[src/rtl/axis_word_packer.sv]
// axis_word_packer: gathers PACK consecutive WORD_WIDTH stream words into one
// wide AXI4-Stream beat. The frame length comes from a programmed word count,
// which drives TLAST/TKEEP on the final (possibly partial) beat.
module axis_word_packer #(
  parameter int WORD_WIDTH  = 8,
  parameter int PACK        = 4,
  parameter int COUNT_WIDTH = 32
) (
  input  logic                       i_aclk,
  input  logic                       i_aresetn,
  input  logic                       i_load_param,
  input  logic [COUNT_WIDTH-1:0]     i_total_words,
  input  logic                       i_s_tvalid,
  output logic                       o_s_tready,
  input  logic [WORD_WIDTH-1:0]      i_s_tdata,
  output logic                       o_m_tvalid,
  input  logic                       i_m_tready,
  output logic [WORD_WIDTH*PACK-1:0] o_m_tdata,
  output logic [PACK-1:0]            o_m_tkeep,
  output logic                       o_m_tlast,
  output logic                       o_busy,
  output logic                       o_done
);

  localparam int                     LANE_W    = $clog2(PACK);
  localparam int                     BEAT_W    = WORD_WIDTH * PACK;
  localparam logic [LANE_W-1:0]      LAST_LANE = LANE_W'(PACK - 1);
  localparam logic [LANE_W-1:0]      LANE_ONE  = LANE_W'(1);
  localparam logic [COUNT_WIDTH-1:0] CNT_ONE   = COUNT_WIDTH'(1);
  localparam logic [PACK-1:0]        ALL_ONES  = {PACK{1'b1}};

  typedef enum logic [1:0] {
    ST_IDLE  = 2'd0,
    ST_RUN   = 2'd1,
    ST_DRAIN = 2'd2
  } state_t;

  state_t                   state_q, state_d;
  logic [COUNT_WIDTH-1:0]   remaining_q, remaining_d;
  logic [LANE_W-1:0]        lane_q, lane_d;
  logic [BEAT_W-1:0]        acc_q, acc_d;
  logic                     m_tvalid_q, m_tvalid_d;
  logic [BEAT_W-1:0]        m_tdata_q, m_tdata_d;
  logic [PACK-1:0]          m_tkeep_q, m_tkeep_d;
  logic                     m_tlast_q, m_tlast_d;
  logic                     done_q, done_d;

  logic                     final_word;
  logic                     completing;
  logic                     s_tready;
  logic                     s_accept;
  logic                     m_handshake;
  logic [BEAT_W-1:0]        acc_wr;
  logic [BEAT_W-1:0]        beat_data;
  logic [PACK-1:0]          beat_keep;

  // The current word closes a beat either when it fills the top lane or when
  // it is the last word of the frame.
  assign final_word  = (remaining_q == CNT_ONE);
  assign completing  = (lane_q == LAST_LANE) || final_word;
  // A completing word needs the output register free (or draining this cycle).
  assign s_tready    = (state_q == ST_RUN) && (!completing || !m_tvalid_q || i_m_tready);
  assign s_accept    = s_tready && i_s_tvalid;
  assign m_handshake = m_tvalid_q && i_m_tready;

  // Lanes 0..lane_q are occupied once the current word is included.
  assign beat_keep = ~(ALL_ONES << (32'(lane_q) + 32'd1));

  // Per-lane steering: the current word lands in lane_q; lanes past it are zero.
  for (genvar gi = 0; gi < PACK; gi++) begin : g_lane
    localparam logic [LANE_W-1:0] LANE_IDX = LANE_W'(gi);
    assign acc_wr[gi*WORD_WIDTH +: WORD_WIDTH] =
      (LANE_IDX == lane_q) ? i_s_tdata : acc_q[gi*WORD_WIDTH +: WORD_WIDTH];
    assign beat_data[gi*WORD_WIDTH +: WORD_WIDTH] =
      (LANE_IDX == lane_q) ? i_s_tdata :
      (beat_keep[gi] ? acc_q[gi*WORD_WIDTH +: WORD_WIDTH] : {WORD_WIDTH{1'b0}});
  end

  // Next-state for frame control, accumulator and the output beat register.
  always_comb begin
    state_d     = state_q;
    remaining_d = remaining_q;
    lane_d      = lane_q;
    acc_d       = acc_q;
    m_tvalid_d  = m_tvalid_q;
    m_tdata_d   = m_tdata_q;
    m_tkeep_d   = m_tkeep_q;
    m_tlast_d   = m_tlast_q;
    done_d      = 1'b0;

    // A taken beat frees the register unless a new beat loads below.
    if (m_handshake) begin
      m_tvalid_d = 1'b0;
    end

    case (state_q)
      ST_IDLE: begin
        if (i_load_param) begin
          if (i_total_words != '0) begin
            state_d     = ST_RUN;
            remaining_d = i_total_words;
            lane_d      = '0;
            acc_d       = '0;
          end else begin
            done_d = 1'b1;
          end
        end
      end
      ST_RUN: begin
        if (s_accept) begin
          remaining_d = remaining_q - CNT_ONE;
          if (completing) begin
            lane_d     = '0;
            acc_d      = '0;
            m_tvalid_d = 1'b1;
            m_tdata_d  = beat_data;
            m_tkeep_d  = beat_keep;
            m_tlast_d  = final_word;
            if (final_word) begin
              state_d = ST_DRAIN;
            end
          end else begin
            lane_d = lane_q + LANE_ONE;
            acc_d  = acc_wr;
          end
        end
      end
      ST_DRAIN: begin
        if (m_handshake && m_tlast_q) begin
          state_d = ST_IDLE;
          done_d  = 1'b1;
        end
      end
      default: begin
        state_d = ST_IDLE;
      end
    endcase
  end

  // State and output registers; reset discards any partial or pending beat.
  always_ff @(posedge i_aclk or negedge i_aresetn) begin
    if (!i_aresetn) begin
      state_q     <= ST_IDLE;
      remaining_q <= '0;
      lane_q      <= '0;
      acc_q       <= '0;
      m_tvalid_q  <= 1'b0;
      m_tdata_q   <= '0;
      m_tkeep_q   <= '0;
      m_tlast_q   <= 1'b0;
      done_q      <= 1'b0;
    end else begin
      state_q     <= state_d;
      remaining_q <= remaining_d;
      lane_q      <= lane_d;
      acc_q       <= acc_d;
      m_tvalid_q  <= m_tvalid_d;
      m_tdata_q   <= m_tdata_d;
      m_tkeep_q   <= m_tkeep_d;
      m_tlast_q   <= m_tlast_d;
      done_q      <= done_d;
    end
  end

  assign o_s_tready = s_tready;
  assign o_m_tvalid = m_tvalid_q;
  assign o_m_tdata  = m_tdata_q;
  assign o_m_tkeep  = m_tkeep_q;
  assign o_m_tlast  = m_tlast_q;
  assign o_busy     = (state_q != ST_IDLE);
  assign o_done     = done_q;

endmodule
[config.mk]
export PLATFORM = sky130hd
export DESIGN_NAME = axis_word_packer
export DESIGN_NICKNAME = d
export VERILOG_FILES = /design/src/rtl/axis_word_packer.sv
export SDC_FILE = /design/constraint.sdc
export NUM_CORES = 1
export LEC_CHECK = 0
export ABC_CLOCK_PERIOD_IN_PS = 3300
export CAP_MARGIN = 5
export CORE_UTILIZATION = 25
export CTS_CLUSTER_SIZE = 40
export DETAILED_ROUTE_END_ITERATION = 10
export SYNTH_ARGS = -nofsm -noshare
export SYNTH_HDL_FRONTEND = slang
export SYNTH_SLANG_ARGS = --single-unit
export TNS_END_PERCENT = 5
[constraint.sdc]
create_clock -name i_aclk -period 3.3 [get_ports i_aclk]
set_input_delay 0.66 -clock i_aclk [delete_from_list [all_inputs] [get_ports i_aclk]]
set_output_delay 0.66 -clock i_aclk [all_outputs]
set_load 0.05 [all_outputs]
* Word level (Yosys, flattened, before mapping)
Cells that the tools add are included.
** Storage, ports and cells
- Flip-flop bits (word level) :: 107
- Input port bits :: 45
- Output and inout bits :: 41
- Logic and storage cells :: 96
** Cells by class
- Add/subtract/negate cells :: 3
- Eq/ne operators :: 17
- Shift-type cells :: 1
- Multiplexer cells :: 41
- Bitwise gates (word level) :: 1
- Reductions and logical operators :: 21
** Operators by type and width (number)
- 32-bit two-way mux :: 7
- 32-bit one-hot mux with 2 select lines :: 2
- 8-bit two-way mux :: 12
- 32-bit by 1-bit == test with 1-bit output (second input constant) :: 1
- 32-bit nonzero test :: 1
- 32-bit by 1-bit subtractor with 32-bit output (second input constant) :: 1
- 2-bit two-way mux :: 10
- 5-bit AND reduction :: 4
- 2-bit != test (second input constant) :: 6
- 3-bit by 2-bit != test with 1-bit output (second input constant) :: 4
- 1-bit two-way mux :: 7
- 2-bit one-hot mux with 3 select lines :: 1
- 6-bit AND reduction :: 1
- 2-bit == test (first input constant) :: 2
- 2-bit == test (second input constant) :: 2
- 1-bit logical AND :: 4
- 2-bit zero test :: 2
- 4-bit NOT :: 1
- 2-bit one-hot mux with 2 select lines :: 1
- 4-bit AND reduction :: 1
- 2-bit nonzero test :: 2
- 4-bit by 3-bit << shifter with 4-bit output (first input constant) :: 1
- 2-bit by 1-bit adder with 3-bit output (second input constant) :: 1
- 1-bit logical OR :: 3
- other kinds (6) :: 7

* Longest topological paths before layout
Gate-level depths: netlist of run 1.
- Depth in word-level cells :: 9
- Gate-level depth with buffers :: 11
- Mapped depth without buffers :: 8

* Worst setup path before layout of run 1
No wires, ideal clock.
- Path type :: reg-to-output
- Start :: register remaining_q[25]
- End :: output port o_s_tready
- Arrival time :: 2.069 ns
- Setup slack :: 0.571 ns
- Stages on the path, launching flop included :: 8
- Path buffers :: 1
- Cell sequence :: dfrtp_1 or4_4 or3_4 nor4_4 buf_6 nor2_1 nor2_1 nor2_1
** Between the ends
- Longest elaborated chain between the ends :: 6
** Ends and longest elaborated chain
- from (decl) :: RTL line 39 : logic [COUNT_WIDTH-1:0] remaining_q, remaining_d;
- from (signal assigned) :: RTL line 154 : remaining_q <= remaining_d;
- 32-bit by 1-bit == test with 1-bit output :: RTL line 59 : assign final_word = (remaining_q == CNT_ONE);
- 1-bit logical OR :: RTL line 60 : assign completing = (lane_q == LAST_LANE) || final_word;
- 1-bit zero test :: RTL line 62 : assign s_tready = (state_q == ST_RUN) && (!completing || !m_tvalid_q || i_m_tready);
- 1-bit logical OR (2 in series) :: RTL line 62
- 1-bit logical AND :: RTL line 62
- to (decl) :: RTL line 14 : output logic o_s_tready,
Every way passes these cells.

* Final worst setup path of run 1
Same ends and word-level chain as after synthesis.

==> flow_metrics.py, run 1 <==
metrics = {
    "status": {
        "status": "complete, no violations",
    },
    "yosys": {
        "synthMostInstantiatedCell": "sky130_fd_sc_hd__dfrtp_1",
        "post_synth_top_area_share_pct": 49.8,
        "synth-seq-area-share_pct": 49.8,
        "synth-seq-cells": 99,
        "mappedNetlistArea_sq_um": 4970,
        "yosys-top-cells-area": "sky130_fd_sc_hd__dfrtp_1, sky130_fd_sc_hd__a22o_1, sky130_fd_sc_hd__nor2_1",
        "synth-main-ff-cell": "sky130_fd_sc_hd__dfrtp_1",
        "yosys-top-cells-count": "sky130_fd_sc_hd__dfrtp_1, sky130_fd_sc_hd__nor2_1, sky130_fd_sc_hd__a21oi_1, sky130_fd_sc_hd__nand2_1, sky130_fd_sc_hd__a22o_1",
        "synthesis.area_per_instance_sq_um": 9.64,
        "synth.largest_area_cell": "sky130_fd_sc_hd__dfrtp_1",
        "mappedNetlistNets": 568,
        "count_of_cell_types_in_the_netlist": 53,
        "synthArstFlopShare_pct": 100,
        "synth_enable_flop_cells": 0,
        "warnings_from_yosys": 0,
        "synthCells": 516,
    },
    "clock_network": {
        "clock_tree.root_cell": "sky130_fd_sc_hd__clkbuf_16",
        "count_of_cells_resized_by_post_cts_repair": 0,
        "cts.reportedPaths.clkPinSlew_ns": 0.07,
        "maximum_level_of_the_cts_h_tree": 3,
        "clk_latency_ns": 0.35,
        "clkSinkCount": 99,
        "cts_buffer_depth": 2,
        "cts_tree": "built",
        "cts-buffers-inserted": 9,
        "postCtsSetupRepairBufs": 0,
        "ctsHoldBuffers": 0,
    },
    "worst_hold_path": {
        "worstHoldPathType": "in2async",
    },
    "critical_path": {
        "crit_path_start_kind": "flop",
        "reg2reg_setup_slack_ns": 0.47,
        "path_class": "reg2out",
        "critical_path.endpoint_type": "output port",
        "crit_required_ns": 2.64,
        "critical_path_data_arrival_time_ns": 2.52,
        "critical_path.max_fanout": 5,
    },
    "placement": {
        "gp_routability_congestion": 0.840,
        "buffer_ports.inserted": 85,
        "detailed_place.area_sq_um": 6120,
        "post-dp-hpwl_mm": 9.48,
    },
    "sta": {
        "timing.setup.tns_ns": 0,
        "final_min_period_over_clock_period_pct": 96.4,
        "rel_slew_slack_pct": 24.5,
        "rsz_0062_raised_after_global_routing": "no",
        "worst_clock_skew_ns": 0.00743,
        "tightestPinTransition_ns": 1.13,
        "setup_viol": 0,
        "final_max_slew_violation_count": 0,
        "final.min_clock_period_ns": 3.18,
        "fmaxAchievable_mhz": 314,
        "final-hold-violation-count": 0,
    },
    "routing": {
        "detail_route.wl_per_cell_um": 15.6,
        "num_vias": 4362,
        "detailedRoute.firstIterationViolations": 267,
        "first_pass_iters": 4,
        "detail-route-antenna-nets": 0,
        "drcViolationCount": 0,
        "route.final.wire_length_mm": 13.5,
        "vias_per_cell": 5.05,
    },
    "grt": {
        "pin_count_of_the_biggest_net_entering_global_routing": 67,
        "grt_pass1_vias": 4001,
        "groute.layer.met3.usage_pct": 2.65,
        "grt_first_pass_wirelength_mm": 21.5,
        "grt-busiest-layer": "met2",
        "grt_antenna_before_repair": 0,
        "grt_use_met1_pct": 19.0,
        "grtUsageMet2_pct": 21.1,
        "global_route.usage.total_pct": 13.5,
        "global_route.overflow_total": 0,
    },
    "floorplanning": {
        "chipHeight_um": 143,
        "floorplan.initialDensity_pct": 25.5,
        "die_width_um": 143,
        "rows": 51,
        "core_area_sq_um": 19500,
        "boundary_pin_count": 86,
        "die_area_sq_um": 20500,
    },
    "final_layout": {
        "diodes_inserted": 0,
        "post-route-cell-area_sq_um": 6440,
        "drive_above_1_share_pct": 7.36,
        "finish.utilization_pct": 33.1,
        "final_nets": 645,
        "area.growth.synth_to_final_pct": 29.5,
    },
    "power": {
        "irDropWorstVdd_uv": 293,
        "power_density_nw_per_um2": 905,
        "static-leakage-power_nw": 2.61,
    },
    "run": {
        "max_cap_violations": 0,
    },
}
## kinds of logic after synthesis
kind of cell | after synthesis | synth area share, %
simple gates | 185 | 18.6
compound gates | 179 | 25.4
flops | 99 | 49.8
buf+inv | 46 | 4.35
fa+ha+maj | 7 | 1.76
## layout make-up
type                       count  area (sq um)
clock inverter                 7          91.3
timing repair buffer         100           983
multi-input combinational    371          2290
sequential                    99          2480
fill                        2043         13000
tap                          265           332
clock buffer                   9           225
inverter                      12          45.0
## critical path: stages, from the launching register on
cell                      delay (ns)
sky130_fd_sc_hd__dfrtp_1        0.42
sky130_fd_sc_hd__or4_4          0.55
sky130_fd_sc_hd__or3_4          0.38
sky130_fd_sc_hd__nor4_4         0.32
sky130_fd_sc_hd__nor2_1         0.07
sky130_fd_sc_hd__nor2_1         0.12
sky130_fd_sc_hd__nor2_1         0.10
sky130_fd_sc_hd__buf_4          0.22
## state kept, by name (all words and copies together) (netlist names)
signal / cells
o_m_tdata: 32
remaining_q: 32
acc_q: 24
o_m_tkeep: 4
lane_q: 2
state_q: 2
o_done: 1
o_m_tlast: 1
o_m_tvalid: 1
## final timing paths
kind	from	cells after the start	end
setup / recovery	remaining_q[25]	7	o_s_tready
hold / removal	i_aresetn	1	o_m_tdata[27]
setup reg to reg	remaining_q[25]	7	o_m_tdata[20]
hold reg to reg	o_m_tkeep[2]	2	o_m_tkeep[2]
max in group asynchronous	i_aresetn	2	remaining_q[22]
min in group i_aclk	o_m_tkeep[2]	2	o_m_tkeep[2]
## cells in the final DEF (no fill, tap or decap), types with 9 or more instances in the layout
cell type	count
sky130_fd_sc_hd__dfrtp_1	99
sky130_fd_sc_hd__clkdlybuf4s50_1	83
sky130_fd_sc_hd__nor2_1	72
sky130_fd_sc_hd__a21oi_1	42
sky130_fd_sc_hd__nand2_1	38
sky130_fd_sc_hd__a22o_1	33
sky130_fd_sc_hd__a221oi_1	23
sky130_fd_sc_hd__o21ai_0	15
sky130_fd_sc_hd__o21ai_1	15
sky130_fd_sc_hd__buf_4	15
sky130_fd_sc_hd__inv_1	12
sky130_fd_sc_hd__nor4_1	12
sky130_fd_sc_hd__nor3_1	11
sky130_fd_sc_hd__or4_1	10
sky130_fd_sc_hd__o22ai_1	9
sky130_fd_sc_hd__clkbuf_16	9
## through the flow
step           std cells  hold slack [ns]  worst slack [ns]  total power [W]
2_1_floorplan        516            0.364             0.571          0.00386
3_3_place_gp         847            0.468             0.235          0.00471
3_5_place_dp         847            0.464             0.184          0.00476
4_1_cts              863            0.407             0.104          0.00588
5_1_grt              863            0.449            0.0226          0.00618
6_report             863            0.376             0.118          0.00583
## routing by layer
layer  up-vias  wire length, um
met2       149             6120
met5         -                0
met3         7              976
li1       2100                -
met4         0               74
met1      2106             6310
## power by group
group          total, W  switching, W  internal, W
Clock           0.00111      0.000505     0.000608
Combinational   0.00258       0.00163     0.000957
Sequential      0.00213      0.000401      0.00173
Total           0.00583       0.00253      0.00329
(Power assumes the default switching activity.)
==> inputs of run 2 (changes only) <==
- CAP_MARGIN: 5 -> 10
- SKIP_LAST_GASP: unset -> 1
==> results of run 2 <==
Same layout as run 1: the final DEF is identical, and so are final timing and power.
==> inputs of run 3 (changes only) <==
- MAX_ROUTING_LAYER: unset -> met4
==> run 3 against run 2 <==
Net effect: register-to-register slack about the same; maximum frequency about the same; clock power about the same; final area unchanged; global-route usage increased by 0.44 points; highest routed layer unchanged; wire length increased by 0.16%; clock-buffer cell count unchanged.
==> flow_metrics.py, run 3 (synthesized netlist as in run 1, its figures left out) <==
metrics = {
    "routing": {
        "num_vias": 4368,
        "vias_per_cell": 5.06,
        "first_pass_iters": 5,
        "route.final.wire_length_mm": 13.5,
        "detail-route-antenna-nets": 0,
        "drcViolationCount": 0,
        "detail_route.wl_per_cell_um": 15.7,
        "detailedRoute.firstIterationViolations": 323,
    },
    "critical_path": {
        "crit_required_ns": 2.64,
        "critical_path_data_arrival_time_ns": 2.52,
        "cpLargestDelayFamily": "simple AND/OR/NAND/NOR gates",
        "critical_path.max_fanout": 5,
        "most_prevalent_standard_cell_on_the_critical_path": "sky130_fd_sc_hd__nor2_1",
        "critical-path-slowest-cell": "sky130_fd_sc_hd__or4_4",
        "crit_path_start_kind": "flop",
        "worst-path-buf-inv": 1,
        "path_class": "reg2out",
        "critical_path.endpoint_type": "output port",
        "biggest_cell_delay_along_the_critical_path_ns": 0.55,
        "critical_path.cell_chain": "or4_4, or3_4, nor4_4, nor2_1, nor2_1, nor2_1, buf_4",
        "cell_count_along_the_critical_path": 7,
        "r2r_cells": 7,
    },
    "final_layout": {
        "drive_above_1_share_pct": 7.36,
        "area.growth.synth_to_final_pct": 29.5,
        "diodes_inserted": 0,
        "layout.cells.most_common": "sky130_fd_sc_hd__dfrtp_1",
        "most-common-layout-cells": "sky130_fd_sc_hd__dfrtp_1, sky130_fd_sc_hd__clkdlybuf4s50_1, sky130_fd_sc_hd__nor2_1, sky130_fd_sc_hd__a21oi_1, sky130_fd_sc_hd__nand2_1",
        "final_nets": 645,
        "post-route-cell-area_sq_um": 6440,
        "final.fill_count": 2043,
    },
    "floorplanning": {
        "floorplan.initialDensity_pct": 25.5,
        "core_area_sq_um": 19500,
        "die_width_um": 143,
        "die_area_sq_um": 20500,
        "boundary_pin_count": 86,
        "rows": 51,
        "chipHeight_um": 143,
    },
    "sta": {
        "final.min_clock_period_ns": 3.18,
        "worst_clock_skew_ns": 0.00757,
        "timing.setup.tns_ns": 0,
        "rel_slew_slack_pct": 23.6,
        "final_worst_path_setup_slack_ns": 0.117,
        "setup_viol": 0,
        "tightestPinTransition_ns": 1.15,
        "final_max_slew_violation_count": 0,
        "final_min_period_over_clock_period_pct": 96.5,
        "fmaxAchievable_mhz": 314,
        "rsz_0062_raised_after_global_routing": "no",
        "final-hold-violation-count": 0,
    },
    "clock_network": {
        "clk_latency_ns": 0.35,
        "cts_buffer_depth": 2,
        "cts.reportedPaths.clkPinSlew_ns": 0.07,
        "postCtsSetupRepairBufs": 0,
        "clock_tree.root_cell": "sky130_fd_sc_hd__clkbuf_16",
        "maximum_level_of_the_cts_h_tree": 3,
        "cts-buffers-inserted": 9,
        "clkSinkCount": 99,
        "ctsHoldBuffers": 0,
        "cts_tree": "built",
        "count_of_cells_resized_by_post_cts_repair": 0,
    },
    "placement": {
        "dp_worst_setup_slack_ns": 0.184,
        "detailed_place.area_sq_um": 6120,
        "post-dp-hpwl_mm": 9.48,
        "buffer_ports.inserted": 85,
        "gp_routability_congestion": 0.853,
    },
    "power": {
        "power_density_nw_per_um2": 905,
        "report.power.total_w": 0.00583,
        "irDropWorstVdd_uv": 292,
        "static-leakage-power_nw": 2.61,
    },
    "worst_hold_path": {
        "worstHoldPathType": "in2async",
    },
    "grt": {
        "global_route.overflow_total": 0,
        "grt_first_pass_wirelength_mm": 21.5,
        "pin_count_of_the_biggest_net_entering_global_routing": 67,
        "grt_pass1_vias": 3990,
        "grt_antenna_before_repair": 0,
        "global_route.usage.total_pct": 13.9,
    },
    "run": {
        "max_cap_violations": 0,
    },
    "status": {
        "status": "complete, no violations",
    },
}
run 3: layer usage:
metal	up-vias	track usage, %	wire [um]
met3	7	2.75	961
met2	142	21.1	6160
met1	2121	19.0	6310
li1	2098	-	-
met5	-	-	0
met4	0	3.23	73
run 3: worst paths after layout:
check                                      from               to  slack (ns)
worst max register to register  remaining_q[25]    o_m_tdata[20]        0.46
max in group asynchronous             i_aresetn  remaining_q[22]        2.21
min in group i_aclk                o_m_tkeep[2]     o_m_tkeep[2]        0.48
worst min-delay path                  i_aresetn    o_m_tdata[27]        0.37
worst max-delay path            remaining_q[25]       o_s_tready        0.12
worst min register to register     o_m_tkeep[2]     o_m_tkeep[2]        0.48
run 3: power breakdown:
group          internal, W  total [W]  switching, W
Sequential         0.00173    0.00213      0.000401
Clock             0.000608    0.00112      0.000507
Combinational     0.000957    0.00258       0.00163
Total              0.00329    0.00583       0.00253
run 3: cell type report:
cell class,instances,area (sq um),area share (%)
inverters,12,45.0,0.699
flip-flops and latches,99,2480,38.5
well taps,265,332,5.15
multi-input cells,371,2290,35.5
clock inverters,7,91.3,1.42
repair buffers,100,983,15.3
clock buffers,9,225,3.50
run 3: through the flow:
stage / hold WS, ns / utilization, % / cells
detailed placement: 0.464 / 31.5 / 847
global route: 0.450 / 33.1 / 863
floorplan: 0.364 / - / 516
global placement: 0.468 / 31.5 / 847
CTS: 0.407 / 33.1 / 863
finish: 0.369 / 33.1 / 863
